--- src/rtl/operand_hud_display.sv ---
// operand_hud_display: N-channel HUD operand controller.
// Each channel hides for a number of frames after a hit, optionally blinks,
// then returns to visible. The top performs the per-channel pixel region test
// and registers drawing requests plus bitmap offsets for a shared operand ROM.
// Optional feature macro: OPERAND_HUD_BLINK_EN (blink phase after the hide timeout).

// Per-channel visibility sequencer.
//   state      | meaning
//   ST_VISIBLE | operand shown, waiting for a hit
//   ST_HIDDEN  | hide timeout running, cnt frames remain
//   ST_BLINK   | blink phase, shown while blink bit is set (OPERAND_HUD_BLINK_EN only)
module operand_hud_channel #(
    parameter int HIDE_FRAMES  = 450,
    parameter int BLINK_FRAMES = 60,
    parameter int BLINK_PERIOD = 8,
    parameter int CNT_W        = 10
) (
    input  logic clk,
    input  logic resetN,
    input  logic startOfFrame,
    input  logic hit,
    output logic visible
);

    localparam logic [CNT_W-1:0] HIDE_LOAD = CNT_W'(HIDE_FRAMES);

`ifdef OPERAND_HUD_BLINK_EN
    localparam int PH_W = (BLINK_PERIOD > 1) ? $clog2(BLINK_PERIOD) : 1;
    localparam logic [CNT_W-1:0] BLINK_LOAD = CNT_W'(BLINK_FRAMES);
    localparam logic [PH_W-1:0]  PH_LAST    = PH_W'(BLINK_PERIOD - 1);
`endif

    typedef enum logic [1:0] {
        ST_VISIBLE = 2'd0,
`ifdef OPERAND_HUD_BLINK_EN
        ST_BLINK   = 2'd2,
`endif
        ST_HIDDEN  = 2'd1
    } state_t;

    state_t           state, state_n;
    logic [CNT_W-1:0] cnt, cnt_n;
`ifdef OPERAND_HUD_BLINK_EN
    logic [PH_W-1:0]  phase, phase_n;
    logic             blink, blink_n;
`endif

    // State and frame counters; reset aborts any timeout in progress.
    always_ff @(posedge clk or negedge resetN) begin
        if (!resetN) begin
            state <= ST_VISIBLE;
            cnt   <= '0;
`ifdef OPERAND_HUD_BLINK_EN
            phase <= '0;
            blink <= 1'b0;
`endif
        end else begin
            state <= state_n;
            cnt   <= cnt_n;
`ifdef OPERAND_HUD_BLINK_EN
            phase <= phase_n;
            blink <= blink_n;
`endif
        end
    end

    // Next-state logic; a hit always wins over a same-cycle frame tick.
    always_comb begin
        state_n = state;
        cnt_n   = cnt;
`ifdef OPERAND_HUD_BLINK_EN
        phase_n = phase;
        blink_n = blink;
`endif
        case (state)
            ST_VISIBLE: begin
                if (hit) begin
                    state_n = ST_HIDDEN;
                    cnt_n   = HIDE_LOAD;
                end
            end
            ST_HIDDEN: begin
                if (hit) begin
                    cnt_n = HIDE_LOAD;
                end else if (startOfFrame) begin
                    if (cnt > CNT_W'(1)) begin
                        cnt_n = cnt - 1'b1;
                    end else begin
`ifdef OPERAND_HUD_BLINK_EN
                        state_n = ST_BLINK;
                        cnt_n   = BLINK_LOAD;
                        phase_n = '0;
                        blink_n = 1'b0;
`else
                        state_n = ST_VISIBLE;
                        cnt_n   = '0;
`endif
                    end
                end
            end
`ifdef OPERAND_HUD_BLINK_EN
            ST_BLINK: begin
                if (hit) begin
                    state_n = ST_HIDDEN;
                    cnt_n   = HIDE_LOAD;
                end else if (startOfFrame) begin
                    if (phase == PH_LAST) begin
                        phase_n = '0;
                        blink_n = ~blink;
                    end else begin
                        phase_n = phase + 1'b1;
                    end
                    if (cnt > CNT_W'(1)) begin
                        cnt_n = cnt - 1'b1;
                    end else begin
                        state_n = ST_VISIBLE;
                        cnt_n   = '0;
                    end
                end
            end
`endif
            default: begin
                state_n = ST_VISIBLE;
                cnt_n   = '0;
            end
        endcase
    end

`ifdef OPERAND_HUD_BLINK_EN
    assign visible = (state == ST_VISIBLE) | ((state == ST_BLINK) & blink);
`else
    assign visible = (state == ST_VISIBLE);
`endif

endmodule

module operand_hud_display #(
    parameter int NUM_OPS      = 4,
    parameter int BASE_X       = 50,
    parameter int BASE_Y       = 430,
    parameter int STRIDE_X     = 200,
    parameter int OBJ_W        = 32,
    parameter int OBJ_H        = 32,
    parameter int HIDE_FRAMES  = 450,
    parameter int BLINK_FRAMES = 60,
    parameter int BLINK_PERIOD = 8,
    parameter int CNT_W        = 10,
    localparam int SEL_W       = (NUM_OPS > 1) ? $clog2(NUM_OPS) : 1
) (
    input  logic               clk,
    input  logic               resetN,
    input  logic [10:0]        pixelX,
    input  logic [10:0]        pixelY,
    input  logic               startOfFrame,
    input  logic [NUM_OPS-1:0] hit,
    output logic [NUM_OPS-1:0] operandDR,
    output logic               anyDR,
    output logic [SEL_W-1:0]   selIdx,
    output logic [10:0]        offsetX,
    output logic [10:0]        offsetY,
    output logic [NUM_OPS-1:0] visible
);

    localparam logic [11:0] TOP_Y   = 12'(BASE_Y);
    localparam logic [11:0] BOT_Y   = 12'(BASE_Y + OBJ_H);
    localparam logic [10:0] TOP_Y11 = 11'(BASE_Y);

    logic [NUM_OPS-1:0] vis;
    logic [NUM_OPS-1:0] inside_v;
    logic [NUM_OPS-1:0] req_v;
    logic               y_in;
    logic [SEL_W-1:0]   sel_n;
    logic [10:0]        offx_n;

    // Left edge of a channel in 12-bit space so large strides cannot wrap.
    function automatic logic [11:0] left_edge(input int idx);
        return 12'(BASE_X + idx * STRIDE_X);
    endfunction

    for (genvar g = 0; g < NUM_OPS; g++) begin : g_ch
        operand_hud_channel #(
            .HIDE_FRAMES (HIDE_FRAMES),
            .BLINK_FRAMES(BLINK_FRAMES),
            .BLINK_PERIOD(BLINK_PERIOD),
            .CNT_W       (CNT_W)
        ) u_ch (
            .clk         (clk),
            .resetN      (resetN),
            .startOfFrame(startOfFrame),
            .hit         (hit[g]),
            .visible     (vis[g])
        );
    end

    assign visible = vis;

    // Region test per channel, masked by visibility.
    always_comb begin
        inside_v = '0;
        y_in     = ({1'b0, pixelY} >= TOP_Y) && ({1'b0, pixelY} < BOT_Y);
        for (int i = 0; i < NUM_OPS; i++) begin
            inside_v[i] = y_in
                        && ({1'b0, pixelX} >= left_edge(i))
                        && ({1'b0, pixelX} <  (left_edge(i) + 12'(OBJ_W)));
        end
        req_v = inside_v & vis;
    end

    // Lowest-index requesting channel selects the bitmap offsets.
    always_comb begin
        sel_n  = '0;
        offx_n = '0;
        for (int i = NUM_OPS - 1; i >= 0; i--) begin
            if (req_v[i]) begin
                sel_n  = SEL_W'(i);
                offx_n = 11'({1'b0, pixelX} - left_edge(i));
            end
        end
    end

    // Registered drawing outputs; selection and offsets hold when nothing requests.
    always_ff @(posedge clk or negedge resetN) begin
        if (!resetN) begin
            operandDR <= '0;
            anyDR     <= 1'b0;
            selIdx    <= '0;
            offsetX   <= '0;
            offsetY   <= '0;
        end else begin
            operandDR <= req_v;
            anyDR     <= |req_v;
            if (|req_v) begin
                selIdx  <= sel_n;
                offsetX <= offx_n;
                offsetY <= pixelY - TOP_Y11;
            end
        end
    end

endmodule

--- config.mk ---
export PLATFORM = sky130hd
export DESIGN_NAME = operand_hud_display
export DESIGN_NICKNAME = d
export VERILOG_FILES = /design/src/rtl/operand_hud_display.sv
export SDC_FILE = /design/constraint.sdc
export NUM_CORES = 1
export LEC_CHECK = 0
export ABC_AREA = 1
export ABC_CLOCK_PERIOD_IN_PS = 3250
export CELL_PAD_IN_SITES_DETAIL_PLACEMENT = 1
export CELL_PAD_IN_SITES_GLOBAL_PLACEMENT = 1
export CORE_UTILIZATION = 43
export DETAILED_ROUTE_END_ITERATION = 16
export GPL_TIMING_DRIVEN = 0
export HOLD_SLACK_MARGIN = 0.02
export PLACE_DENSITY = 0.92
export SLEW_MARGIN = 20
export SYNTH_ARGS = -nofsm -noshare
export SYNTH_HDL_FRONTEND = slang
export SYNTH_HIERARCHICAL = 1
export SYNTH_SLANG_ARGS = --single-unit
--- constraint.sdc ---
create_clock -name clk -period 3.25 [get_ports clk]
set_clock_uncertainty 0.15 [all_clocks]
set_input_delay 0.65 -clock clk [delete_from_list [all_inputs] [get_ports clk]]
set_output_delay 0.65 -clock clk [all_outputs]
set_load 0.01 [all_outputs]
Word-level counts from Yosys, hierarchy flattened
Index checks and enable logic that the tools add are counted.
Cells by class
  add/subtract/negate cells: 9
  order comparisons: 14
  eq/ne operators: 24
  multiplexer cells: 48
  bitwise operators: 1
  reductions and logical operators: 22
Operators with widths (number)
  $mux 10: 16
  $pmux 10 s2: 4
  $mux 11: 4
  $gt 10x1->1 const B: 4
  $mux 2: 20
  $sub 10x1->10 const B: 4
  $lt 11x9->1 const B: 3
  $ne 2x2->1 const B: 16
  $ge 11x9->1 const B: 2
  $sub 11x9->11 const B: 2
  $pmux 2 s2: 4
  $reduce_and 4->1: 4
  $ne 3x3->1 const B: 4
  $ge 11x10->1 const B: 1
  $ge 11x6->1 const B: 1
  $ge 11x8->1 const B: 1
  $lt 11x10->1 const B: 1
  $lt 11x7->1 const B: 1
  $sub 11x10->11 const B: 1
  $sub 11x6->11 const B: 1
  $sub 11x8->11 const B: 1
  $logic_and 1x1->1: 9
  $eq 2x1->1 const B: 4
  $logic_not 2->1: 4
  other kinds (3): 6
Storage, ports and cells
  flip-flop bits (word level): 77
  input bits: 29
  output and inout port bits: 33
  word-level logic and storage cells: 131

Logic depth before layout (Yosys ltp)
  depth after elaboration: 9
  mapped depth: 15
  mapped depth without buffers: 15

Cells and area by module
The synthesis kept the hierarchy.
Modules (own cells, without submodules)
  operand_hud_channel: times used 4, cells each 113, area an instance 769.5 µm², seq. area each 275.3 µm²
  operand_hud_display: times used 1, cells each 309, area an instance 2025.7 µm², seq. area each 725.7 µm²

Least setup slack after synthesis
Ideal clock, no wire load.
  kind: input-to-reg
  start point: in pixelX[2]
  end point: reg offsetX[5]
  library setup time: 122 ps
  data arrival time: 1943 ps
  required time: 2978 ps
  setup slack: 1035 ps
  stages on the path: 14
  path buffers: 1
  cells stage by stage: inv_1 -> ha_1 -> inv_1 -> nor2_1 -> nand2_1 -> nand3_1 -> nand2_1 -> nand2_1 -> nor2_4 -> nor2_2 -> nand2_4 -> buf_6 -> nor2_1 -> nor2_1
On the way
  longest elaborated chain between the ends: 8
  elaborated cells on any way between the ends: 26
  classes of those cells: add/sub: 4; order compare: 8; mux: 4; bitwise: 1; reduce/logical: 9
Ends and longest elaborated chain
  from (decl): line 152  | input logic [10:0] pixelX,
  $ge 11x10->1: line 203  | && ({1'b0, pixelX} >= left_edge(i))
  $logic_and 1x1->1: line 203
  $logic_and 1x1->1: line 204  | && ({1'b0, pixelX} < (left_edge(i) + 12'(OBJ_W)));
  $and 4x4->4: line 206  | req_v = inside_v & vis;
  $mux 11 (4 in series): line 214  | if (req_v[i]) begin
  to (signal assigned): line 234  | offsetX <= offx_n;
  to (decl): line 159  | output logic [10:0] offsetX,
Parallel ways exist; a longest one is shown, timed or not.
A chain may end at the register's enable or synchronous reset.

Worst setup path in the final report
  start point: in pixelX[1]
  end point: reg offsetX[9]
The elaborated chain is that of the path after synthesis.

==> summary.md <==
| Metric | Value |
|---|---|
| Status | `finished with violations` |
| Violated checks | `DRC` |
| Die X | `111 µm` |
| Yosys top cell by area | `dfrtp_1` |
| Routed wire per std cell | `16.2 µm` |
| Hold Vio Cnt, Final | `0` |
| GRT overflow | `0` |
| Synth Area in Simple Gates | `~46%` |
| Ys async rst share | `100%` |
| Final #Nets | `~870` |
| Number of setup buffers added after CTS | `0` |
| Largest family of logic cells by synthesized area | `simple AND/OR/NAND/NOR gates` |
| Crit path launch type | `input port` |
| CTS buffer count | `9` |
| Via density per instance | `5.25` |
| Core Box Area | `~12,000 µm²` |
| CP Class | `in -> reg` |
| Prevailing post-synth register cell | `dfrtp_1` |
| MaxCap Viol Count | `0` |
| Fraction of layout cells with a size suffix above 1 | `14.6%` |
| Largest net degree at the start of global routing | `between 40 and 50` |
| Syn Nets | `roughly 800` |
| Area of the multi-input gates | `2830 µm²` |
| Max Freq | `approximately 350 MHz` |
| Synth warnings | `6` |
| Syn avg cell area | `6.71 µm²` |
| Vias in the first global route | `5,668` |
| RSZ-0062 raised after global routing | `false` |
| Synth Register Bits | `73` |
| Fin Setup TNS | `0 ns` |
| Die area | `12,300 µm²` |
| PD cells | `414 nW/µm²` |
| EDFF count, synth | `0` |
| Library cells used by synthesis | `33` |
| Max Slew Vio Count | `0` |
| First-pass GRT wire length | `26,800 µm` |
| First-iteration detailed-routing DRC count | `232` |
| Crit path max fanout | `6` |
| Final setup violation count | `0` |
| Synth Area in Compound Gates | `around 4.3%` |
| Final Cycle Share | `88.0%` |
| Worst-Skew Late Latency | `between 0.3 and 0.4 ns` |
| Initial Utilization | `44.3%` |
| Synth top area cells | `dfrtp_1, nand2_1, nor2_1` |
| Cells after Synth | `761` |
| Max H-tree Level | `3` |
| XOR/XNOR Fraction of Synth Area | `2.92%` |
| Critical path data required time | `3.33 ns` |
| # diodes | `0` |
| Hold Buf Count CTS | `0` |
| GP Congestion | `0.886` |
| Min cycle time layout | `2.86 ns` |
| Synthesis-to-finish area growth | `22.2%` |
| Port buffer count | `60` |
| Bufs on Longest Clock Path | `2` |
| Drt total wl | `15,900 µm` |
| Worst Max-Slew Pin Slew | `0.638 ns` |
| Seq/Total Area, Yosys | `35.8%` |
| CTS-repair resized insts | `0` |
| Relative slew slack | `57.4%` |
| Mapped Area | `a little over 5000 µm²` |
| DRC | `6` |
| Synth Area in Adders | `2.70%` |
| # fillers | `1,503` |
| Vert. Die Dim | `around 110 µm` |
| WP data arrival | `2.94 ns` |
| Initial antenna violation count | `0` |
| CTS tree | `built` |
| Reg clk slew, reported paths | `approximately 0.060 ns` |
| Hpwl dp | `12,400 µm` |
| Static Leak | `3.23 nW` |
| Total Power | `2.59 mW` |
| Post-synthesis mux area share | `0%` |
| Crit end category | `flip-flop` |
| Initial DRT Pass Iterations | `10` |
| FF+latch area | `1830 µm²` |
| Vias post-DR | `5,150` |
| Antenna viol nets, final | `0` |
| CTS sink cnt | `73` |
| # IOs | `62` |
| Root buffer cell | `clkbuf_16` |
| Hold Path Class | `in -> async` |
| Site Rows | `39` |
| Maximum vdd drop | `0.264 mV` |
| Synth top area share | `a little over a third` |
| Fin Hold WS | `between 0.09 and 0.1 ns` |
| Total track usage | `a little over a quarter` |
-- routing by layer --
layer | routed length (µm) | part of all wire, % | vias to the layer above | track usage, %
li1 | - | - | 2485 | -
met1 | 6620 | 42 | 2526 | 31.2
met2 | 8310 | 52 | 111 | 49.9
met3 | 532 | 3.4 | 28 | 4.16
met4 | 401 | 2.5 | 0 | 12.9
met5 | 0 | 0 | - | 0
-- path summary, 6_finish.rpt --
path / cells past startpoint / end / from / slack, ns
setup / recovery: 16 / offsetX[9]$_DFFE_PN0P_ / pixelX[1] / 0.39
min in group clk: 2 / offsetX[8]$_DFFE_PN0P_ / offsetX[8]$_DFFE_PN0P_ / 0.34
setup reg to reg: 11 / offsetY[2]$_DFFE_PN0P_ / g_ch[3].u_ch/state[0]$_DFFE_PN0P_ / 1.33
max in group asynchronous: 2 / operandDR[2]$_DFF_PN0_ / resetN / 2.28
hold / removal: 1 / g_ch[0].u_ch/cnt[4]$_DFFE_PN0P_ / resetN / 0.1
hold reg to reg: 2 / offsetX[8]$_DFFE_PN0P_ / offsetX[8]$_DFFE_PN0P_ / 0.34
-- flip-flops by register name (all words and copies together), names as in the netlist --
signal	cells
g_ch.u_ch/cnt	40
offsetX	11
offsetY	11
g_ch.u_ch/state	4
operandDR	4
selIdx	2
anyDR	1
-- logic make-up (layout without fill, tap and decap cells) --
logic type	count (synthesis)	after routing
xor+xnor	17	17
compound gates	39	39
flops	73	73
buf+inv	112	189
fa+ha+maj	11	11
simple gates	509	509
-- cell usage after synthesis, types with 9 or more instances --
master,n
nand3_1,59
a21oi_1,18
nor2_1,97
o21ai_0,9
ha_1,11
nand2_1,255
xor2_1,16
inv_1,78
nand2_2,30
nor2_4,15
dfrtp_1,73
nor2_2,23
nand4_1,16
inv_2,22
-- critical path: stages --
cell and delay (ns):
clkdlybuf4s50_1 0.46, inv_1 0.13, ha_1 0.24, inv_1 0.08, nand2_1 0.18, nand2_1 0.12
nor2_1 0.12, nor2_1 0.06, nor2_1 0.10, nand2_1 0.09, nor2_2 0.21, nor2_2 0.08
nand2_4 0.10, nand2_1 0.06, nor2_1 0.19, nor2_1 0.07
-- report_power, final --
part / leakage (nW) / switching [mW] / internal (mW)
Combinational: 2.17 / 0.311 / 0.160
Clock: 0.162 / 0.399 / 0.711
Sequential: 0.905 / 0.0582 / 0.946
-- area by class of cell --
| class | count | area share (%) |
|---|---|---|
| timing repair buffer | 61 | 10.0 |
| inverter | 108 | 6.58 |
| multi-input combinational | 576 | 45.3 |
| sequential | 73 | 29.3 |
| buffer | 4 | 0.602 |
| clock inverter | 5 | 1.24 |
| clock buffer | 11 | 4.05 |
| tap | 143 | 2.87 |
-- through the flow --
| stage | instances | instance area, µm² | setup slack, ns | util [%] |
|---|---|---|---|---|
| finish | 981 | 6240 | 0.389 | 54.2 |
| detailed placement | 965 | 5910 | 0.0969 | 51.3 |
| CTS | 981 | 6240 | 0.419 | 54.2 |
| global route | 981 | 6240 | 0.234 | 54.2 |
| floorplan | 761 | 5100 | 1.04 | - |
| global placement | 964 | 5880 | -1.24 | 51.1 |
-- layout by cell type (no fill, tap or decap), types with 11 or more instances in the layout --
master / count
nor2_2: 23
nand3_1: 59
nand4_1: 16
a21oi_1: 18
ha_1: 11
xor2_1: 16
dfrtp_1: 73
inv_2: 22
nor2_4: 15
clkdlybuf4s50_1: 59
nand2_2: 30
inv_1: 78
nor2_1: 97
nand2_1: 255
No activity file was read; power rests on OpenSTA's default activity.
